===== config.mk =====
export PLATFORM = sky130hd
export DESIGN_NAME = run_stimulus_gen_flat
export DESIGN_NICKNAME = d
export VERILOG_FILES = /design/src/rtl/run_stimulus_gen_pkg.sv /design/src/rtl/run_stimulus_gen_if.sv /design/src/rtl/run_stimulus_gen_match_counter.sv /design/src/rtl/run_stimulus_gen.sv /design/src/flat_wrapper.sv
export SDC_FILE = /design/constraint.sdc
export NUM_CORES = 1
export LEC_CHECK = 0
export ABC_CLOCK_PERIOD_IN_PS = 3700
export CAP_MARGIN = 40
export CORE_AREA = 2 2 39 41
export CTS_CLUSTER_SIZE = 25
export DETAILED_ROUTE_END_ITERATION = 10
export DIE_AREA = 0 0 41 43
export GPL_ROUTABILITY_DRIVEN = 1
export PLACE_DENSITY = 0.85
export SYNTH_ARGS = -nofsm -noshare
export SYNTH_HDL_FRONTEND = slang
export SYNTH_SLANG_ARGS = --single-unit

===== constraint.sdc =====
create_clock -name sys_clock -period 3.7 [get_ports sys_clock]
set_input_delay 0.555 -clock sys_clock [delete_from_list [all_inputs] [get_ports sys_clock]]
set_output_delay 0.555 -clock sys_clock [all_outputs]
set_load 0.01 [all_outputs]

===== src/rtl/run_stimulus_gen_pkg.sv =====
// Shared types and defaults for the run-length stimulus generator and its golden match counter.
package run_gen_pkg;

  localparam int LEN_W_DEF     = 4;
  localparam int MATCH_LEN_DEF = 4;

  typedef enum logic [0:0] {
    IDLE = 1'b0,
    EMIT = 1'b1
  } state_e;

  localparam logic [0:0] ST_IDLE = IDLE;
  localparam logic [0:0] ST_EMIT = EMIT;

  function automatic logic [1:0] state_to_onehot(input logic [0:0] st);
    return {st == ST_EMIT, st == ST_IDLE};
  endfunction

endpackage


===== src/rtl/run_stimulus_gen_if.sv =====
// Run descriptor handshake: a producer offers {bit, length} and the generator accepts on valid & ready.
interface run_stimulus_gen_if
  import run_gen_pkg::*;
#(
  parameter int LEN_W = LEN_W_DEF
) ();

  logic             in_valid;
  logic             in_ready;
  logic             in_bit;
  logic [LEN_W-1:0] in_len;

  modport master (output in_valid, output in_bit, output in_len, input in_ready);
  modport slave  (input in_valid, input in_bit, input in_len, output in_ready);

endinterface


===== src/rtl/run_stimulus_gen_match_counter.sv =====
// Golden Moore model of a consecutive-equal-bit detector, fed with next-cycle W / w_valid.
// Z_exp rises one cycle after the MATCH_LEN-th equal bit is on W; no backpressure.
module run_match_counter
  import run_gen_pkg::*;
#(
  parameter int MATCH_LEN = MATCH_LEN_DEF
) (
  input  logic sys_clock,
  input  logic sys_reset,
  input  logic w_nxt,
  input  logic w_valid_nxt,
  output logic Z_exp
);

  localparam int                CNT_W   = $clog2(MATCH_LEN + 1);
  localparam logic [CNT_W-1:0]  CNT_MAX = CNT_W'(MATCH_LEN);

  logic             w_q, w_d;
  logic             w_valid_q, w_valid_d;
  logic [CNT_W-1:0] eq_cnt_q, eq_cnt_d;
  logic             z_q, z_d;

  always_comb begin
    w_d       = w_nxt;
    w_valid_d = w_valid_nxt;
    eq_cnt_d  = eq_cnt_q;
    if (!w_valid_nxt) begin
      eq_cnt_d = '0;
    end else if (!w_valid_q || (w_nxt != w_q)) begin
      eq_cnt_d = CNT_W'(1);
    end else if (eq_cnt_q != CNT_MAX) begin
      eq_cnt_d = eq_cnt_q + CNT_W'(1);
    end
    // Looks at the current cycle's count, so Z trails the completing bit by one cycle.
    z_d = (eq_cnt_q == CNT_MAX) & w_valid_q;
  end

  always_ff @(posedge sys_clock or negedge sys_reset) begin
    if (!sys_reset) begin
      w_q       <= 1'b0;
      w_valid_q <= 1'b0;
      eq_cnt_q  <= '0;
      z_q       <= 1'b0;
    end else begin
      w_q       <= w_d;
      w_valid_q <= w_valid_d;
      eq_cnt_q  <= eq_cnt_d;
      z_q       <= z_d;
    end
  end

  assign Z_exp = z_q;

endmodule


===== src/rtl/run_stimulus_gen.sv =====
// Serial run-length transmitter: descriptor accepted at edge k drives W from cycle k+1 for in_len cycles.
// Ready only when idle or on the last bit of a run, giving gap-free back-to-back runs.
module run_stimulus_gen
  import run_gen_pkg::*;
#(
  parameter int LEN_W     = LEN_W_DEF,
  parameter int MATCH_LEN = MATCH_LEN_DEF
) (
  input  logic                 sys_clock,
  input  logic                 sys_reset,
  run_stimulus_gen_if.slave    desc,
  output logic                 W,
  output logic                 w_valid,
  output logic                 Z_exp,
  output logic                 busy,
  output logic [1:0]           state_onehot
);

  localparam logic [LEN_W-1:0] REM_ONE = LEN_W'(1);

  logic [0:0]       state_q, state_d;
  logic [LEN_W-1:0] rem_q, rem_d;
  logic             w_q, w_d;
  logic             w_valid_q, w_valid_d;

  logic rem_last;
  logic in_ready_c;
  logic load;

  assign rem_last   = (rem_q == REM_ONE);
  assign in_ready_c = (state_q == ST_IDLE) | ((state_q == ST_EMIT) & rem_last);
  assign desc.in_ready = in_ready_c;
  // A zero-length descriptor is consumed by the handshake but never loads a run.
  assign load       = desc.in_valid & in_ready_c & (desc.in_len != '0);

  always_comb begin
    state_d   = state_q;
    rem_d     = rem_q;
    w_d       = w_q;
    w_valid_d = w_valid_q;
    case (state_q)
      ST_IDLE: begin
        if (load) begin
          state_d   = ST_EMIT;
          rem_d     = desc.in_len;
          w_d       = desc.in_bit;
          w_valid_d = 1'b1;
        end
      end
      ST_EMIT: begin
        if (!rem_last) begin
          rem_d = rem_q - REM_ONE;
        end else if (load) begin
          rem_d = desc.in_len;
          w_d   = desc.in_bit;
        end else begin
          state_d   = ST_IDLE;
          rem_d     = '0;
          w_valid_d = 1'b0;
        end
      end
      default: begin
        state_d   = ST_IDLE;
        rem_d     = '0;
        w_valid_d = 1'b0;
      end
    endcase
  end

  always_ff @(posedge sys_clock or negedge sys_reset) begin
    if (!sys_reset) begin
      state_q   <= ST_IDLE;
      rem_q     <= '0;
      w_q       <= 1'b0;
      w_valid_q <= 1'b0;
    end else begin
      state_q   <= state_d;
      rem_q     <= rem_d;
      w_q       <= w_d;
      w_valid_q <= w_valid_d;
    end
  end

  run_match_counter #(
    .MATCH_LEN (MATCH_LEN)
  ) u_match (
    .sys_clock   (sys_clock),
    .sys_reset   (sys_reset),
    .w_nxt       (w_d),
    .w_valid_nxt (w_valid_d),
    .Z_exp       (Z_exp)
  );

  assign W            = w_q;
  assign w_valid      = w_valid_q;
  assign busy         = (state_q == ST_EMIT);
  assign state_onehot = state_to_onehot(state_q);

endmodule


===== src/flat_wrapper.sv =====
// flat-port wrapper written by rule: the top's interface ports become plain ports
module run_stimulus_gen_flat import run_gen_pkg::*;
#(
  parameter int LEN_W     = LEN_W_DEF,
  parameter int MATCH_LEN = MATCH_LEN_DEF
)
  (sys_clock, sys_reset, W, w_valid, Z_exp, busy, state_onehot, desc_in_valid, desc_in_bit, desc_in_len, desc_in_ready);
  run_stimulus_gen_if #(.LEN_W(LEN_W)) desc_i ();
  input  logic sys_clock;
  input  logic sys_reset;
  output logic W;
  output logic w_valid;
  output logic Z_exp;
  output logic busy;
  output logic [1:0] state_onehot;
  input wire logic [$bits(desc_i.in_valid)-1:0] desc_in_valid;
  input wire logic [$bits(desc_i.in_bit)-1:0] desc_in_bit;
  input wire logic [$bits(desc_i.in_len)-1:0] desc_in_len;
  output wire logic [$bits(desc_i.in_ready)-1:0] desc_in_ready;
  assign desc_i.in_valid = desc_in_valid;
  assign desc_i.in_bit = desc_in_bit;
  assign desc_i.in_len = desc_in_len;
  assign desc_in_ready = desc_i.in_ready;
  run_stimulus_gen #(.LEN_W(LEN_W), .MATCH_LEN(MATCH_LEN)) u_core (.sys_clock(sys_clock), .sys_reset(sys_reset), .desc(desc_i), .W(W), .w_valid(w_valid), .Z_exp(Z_exp), .busy(busy), .state_onehot(state_onehot));
endmodule

== Word level (Yosys, flattened, before mapping) ==
Cells that the tools add are included.
Storage, ports and cells
  bits in registers: 11
  input bits: 8
  output and inout bits: 7
  logic and storage cells: 40
Cells by class
  $add $sub $neg: 2
  eq/ne operators: 6
  muxes and demuxes: 17
  bitwise operators: 6
  reductions and logical operators: 3
Operators with widths (count)
  4-bit 2-to-1 mux: 3
  3-bit 2-to-1 mux: 3
  4-bit one-hot mux with 2 select lines: 1
  1-bit 2-to-1 mux: 7
  1-bit one-hot mux with 2 select lines: 3
  1-bit AND: 4
  4-bit by 1-bit equality test with 1-bit output (second input constant): 1
  4-bit nonzero test: 1
  4-bit by 1-bit subtractor with 4-bit output (second input constant): 1
  3-bit by 1-bit adder with 3-bit output (second input constant): 1
  3-bit equality test (second input constant): 1
  3-bit by 1-bit inequality test with 1-bit output (second input constant): 1
  3-bit inequality test (second input constant): 1
  2-bit by 1-bit inequality test with 1-bit output (second input constant): 1
  1-bit zero test: 1
  1-bit logical OR: 1
  1-bit inequality test: 1
  1-bit inverter: 1
  1-bit bitwise OR: 1

== Logic depth before layout (Yosys ltp) ==
  depth after elaboration: 12
  mapped depth: 7
  gate-level depth less buffers: 6

== Cells and area by module ==
From an unflattened synthesis, not the netlist that was laid out.
Second synthesis, totals
  cells, all modules: 65
  area, all modules: 686.9 sq um
By module, submodules not included
  run_stimulus_gen: instances 1, cells each 41, area an instance 414.1 sq um, seq. area each 175.2 sq um
  run_match_counter: instances 1, cells each 24, area an instance 272.8 sq um, seq. area each 150.1 sq um

== Worst setup path after synthesis ==
No wires, ideal clock.
  path type: reg-to-output
  from: register u_core.rem_q[0]
  to: output desc_in_ready
  arrival time: 1.064 ns
  required time: 3.145 ns
  setup slack: 2.081 ns
  cell stages (with the launch flop): 5
  path buffers: 1
  cells stage by stage: dfrtp_1 > ha_1 > nor3b_2 > nand2b_1 > buf_4
Between the ends
  word-level cells in the longest chain between the ends: 3
RTL lines
  from (decl): RTL line run_stimulus_gen.sv:22  | logic [LEN_W-1:0] rem_q, rem_d;
  from (signal assigned): RTL line run_stimulus_gen.sv:78  | rem_q <= rem_d;
  4-bit by 1-bit equality test with 1-bit output: RTL line run_stimulus_gen.sv:30  | assign rem_last = (rem_q == REM_ONE);
  1-bit AND: RTL line run_stimulus_gen.sv:31  | assign in_ready_c = (state_q == ST_IDLE) | ((state_q == ST_EMIT) & rem_last);
  1-bit bitwise OR: RTL line run_stimulus_gen.sv:31
  to (decl): RTL line flat_wrapper.sv:19  | output wire logic [$bits(desc_i.in_ready)-1:0] desc_in_ready;
Every way passes these cells.

== Worst setup path in the final report ==
  from: register u_core.rem_q[1]
  to: output desc_in_ready
Same word-level chain as after synthesis.

==> impl_metrics.py <==
metrics = {
    "timing": {
        "tightest_slew_ns": 0.497,
        "slew_headroom": 0.668,
        "report.final.slew_viol_count": 0,
        "finalCriticalPeriod_ns": 2.66,
        "rsz0062_at_grt": "no",
        "max_freq_ghz": 0.376,
        "period_share": 0.718,
        "setup-tns-final_ns": 0,
        "whs_ns": 0.551,
        "setup_viol": 0,
        "setup_slack_ns": 1.04,
        "finalHoldViolCount": 0,
        "fin_skew_ns": 0.00836,
    },
    "clock_tree": {
        "cts_setup_buffers": 0,
        "cts_tree": "yes",
        "numCtsBuffers": 3,
        "cts.path.max_buffers": 2,
        "cts-root-buf": "clkbuf_4",
        "cts.repair.resized": 0,
        "clock-sinks": 11,
        "ctsHoldBuffers": 0,
        "htreeDepth": 1,
        "cts.reportedPaths.clkPinSlew_ns": 0.06,
        "clk_latency_ns": 0.27,
    },
    "finish": {
        "fin_nets": 91,
        "seqCellArea_um2": 275,
        "design_area_um2": 803,
        "antennaDiodeCount": 0,
        "final_cell_count_no_fill": 94,
        "drive_above_1_share": 0.115,
        "syn_to_final_growth_pct": 27.1,
        "fill_cells": 124,
        "multi_input_area_um2": 315,
        "final_util": 0.580,
    },
    "global_routing": {
        "grt_pass1_wl_mm": 2.06,
        "top_usage_layer": "met2",
        "met1_usage": 0.225,
        "gr-total-overflow": 0,
        "grt_max_degree": 12,
        "grt_pass1_vias": 504,
        "use_met3": 0.0628,
        "track_usage": 0.175,
        "antenna_found_initial": 0,
        "gr-usage-met2": 0.263,
    },
    "yosys": {
        "synthTopCellsByArea": "dfrtp_1 (44%), ha_1 (7.9%), inv_1 (4.2%)",
        "syn-num-nets": 74,
        "synth.avg_cell_area_um2": 10.2,
        "synth.ff_latch_count": 11,
        "synth-edff-count": 0,
        "yosys.area.top_type": "dfrtp_1",
        "ys_seq_area_frac": 0.436,
        "synth_flop_cell": "dfrtp_1",
        "netlist_instances": 62,
        "yosysWarnings": 0,
        "yosysTopAreaCellShare": 0.436,
        "syn_area_um2": 632,
        "synth_cell_types": 29,
        "synth-async-reset-ratio": 1.00,
    },
    "drt": {
        "drt_first_pass_iters": 4,
        "drt_iter0_drc": 7,
        "antenna_left": 0,
        "vias": 517,
        "drc_errors": 0,
        "via_per_inst": 5.50,
        "routed_wl_mm": 1.24,
        "detail_route.wl_per_cell_um": 13.2,
    },
    "critical_path": {
        "crit_type": "reg -> out",
        "endpoint_kind": "primary output",
        "critPathRequiredTime_ns": 3.14,
        "crit_path_start_kind": "flip-flop",
        "crit_fanout": 11,
        "critPathMaxStageDelay_ns": 0.61,
        "worstPathArrival_ns": 2.10,
        "crit_path_cell_trace": "inv_1, ha_1, nor3b_2, nand2b_1, clkdlybuf4s50_1",
        "cp_slowest_cell": "clkdlybuf4s50_1",
    },
    "placed_design": {
        "dpl.hpwl_um": 983,
        "post-place-ws_ns": 1.33,
        "io_buffers": 14,
        "dp.cells": 90,
        "place_area_um2": 777,
        "place.gp.congestion": 0.738,
    },
    "pwr": {
        "p_clk_frac": 0.133,
        "p_leak_nw": 0.349,
        "p_comb_frac": 0.494,
        "power_switching_uw": 243,
        "ir_drop_v": 0.000443,
        "internal_power_uw": 372,
        "netSwitchingFraction": 0.395,
        "pwr-share-seq": 0.373,
        "total_power_uw": 615,
        "power.density_nw_per_um2": 766,
    },
    "floorplan": {
        "core.rowCount": 14,
        "die_area_um2": 1760,
        "core_um2": 1380,
        "die_w_um": 41,
        "initial_core_util": 0.457,
        "die_y_um": 43,
        "io_pins": 15,
    },
    "flow_run": {
        "max_cap_viol_count": 0,
    },
    "status": {
        "status": "finished, final reports clean",
    },
    "min_path": {
        "min_path_type": "reg -> reg",
    },
}
[registers in the layout (all words and copies together) (netlist names)]
name	count
u_core.W	1
u_core.busy	1
u_core.rem_q	4
u_core.u_match.Z_exp	1
u_core.u_match.eq_cnt_q	3
u_core.w_valid	1
[cell usage after synthesis, types with 2 or more instances]
master     n
nor3b_2    2
dfrtp_1   11
nor2_1     3
nand2_1    4
buf_4      2
a32oi_1    2
ha_1       4
inv_1      7
o21ai_0    3
nand3_1    4
o211ai_1   2
[path summary, 6_finish.rpt]
kind,to,startpoint,cells after the start,slack [ns]
worst min register to register,u_core.rem_q[0],u_core.rem_q[0],1,0.55
max in group asynchronous,u_core.W,sys_reset,1,2.75
worst max-delay path,desc_in_ready,u_core.rem_q[1],5,1.04
min in group asynchronous,u_core.rem_q[2],sys_reset,1,0.61
worst max register to register,u_core.W,u_core.rem_q[1],6,1.96
worst min-delay path,u_core.rem_q[0],u_core.rem_q[0],1,0.55
[cell usage in the layout, fill, tap and decap left out, types with 2 or more instances in the layout]
master            n
clkdlybuf4s50_1  14
dfrtp_1          11
inv_1             7
nand3_1           4
nand2_1           4
ha_1              4
nor2_1            3
o21ai_0           3
clkbuf_4          3
nor3b_2           2
o211ai_1          2
a32oi_1           2
[cells by family (layout without fill, tap and decap cells)]
logic type / after synthesis / count (layout) / synth area share
AO/OA/AOI/OAI: 14 / 14 / 0.168
XOR/XNOR: 2 / 2 / 0.0277
adder cells (fa/ha/maj): 4 / 4 / 0.0792
buffers and inverters: 9 / 25 / 0.0653
flip-flops: 11 / 11 / 0.436
multiplexers: 2 / 2 / 0.0337
AND/OR/NAND/NOR: 20 / 20 / 0.190
[routing by layer]
layer	part of all wire	routed length, um	vias up
li1	-	-	254
met5	0	0	-
met1	0.43	535	244
met2	0.48	597	16
met4	0.014	17	0
met3	0.072	89	3
[final cells by class]
class	instances	share of cell area
sequential	11	0.343
tap	16	0.0249
clock buffer	4	0.0327
timing repair buffer	14	0.174
multi-input combinational	42	0.393
inverter	7	0.0327
[power groups by stage]
stage          sequential, mW  combinational [mW]  clock [mW]
3_3_place_gp            0.228               0.292           0
3_5_place_dp            0.232               0.307           0
2_1_floorplan           0.229               0.201           0
4_1_cts                 0.229               0.308      0.0847
5_1_grt                 0.238               0.348      0.0889
6_report                0.230               0.304      0.0820
[critical path, delay by kind of cell (launching register included)]
family,cells,cell delay (ns)
adders and majority gates,1,0.17
buffers and inverters,2,0.69
DFF,1,0.39
and+or+nand+nor,2,0.59
No activity file was read; power rests on OpenSTA's default activity.
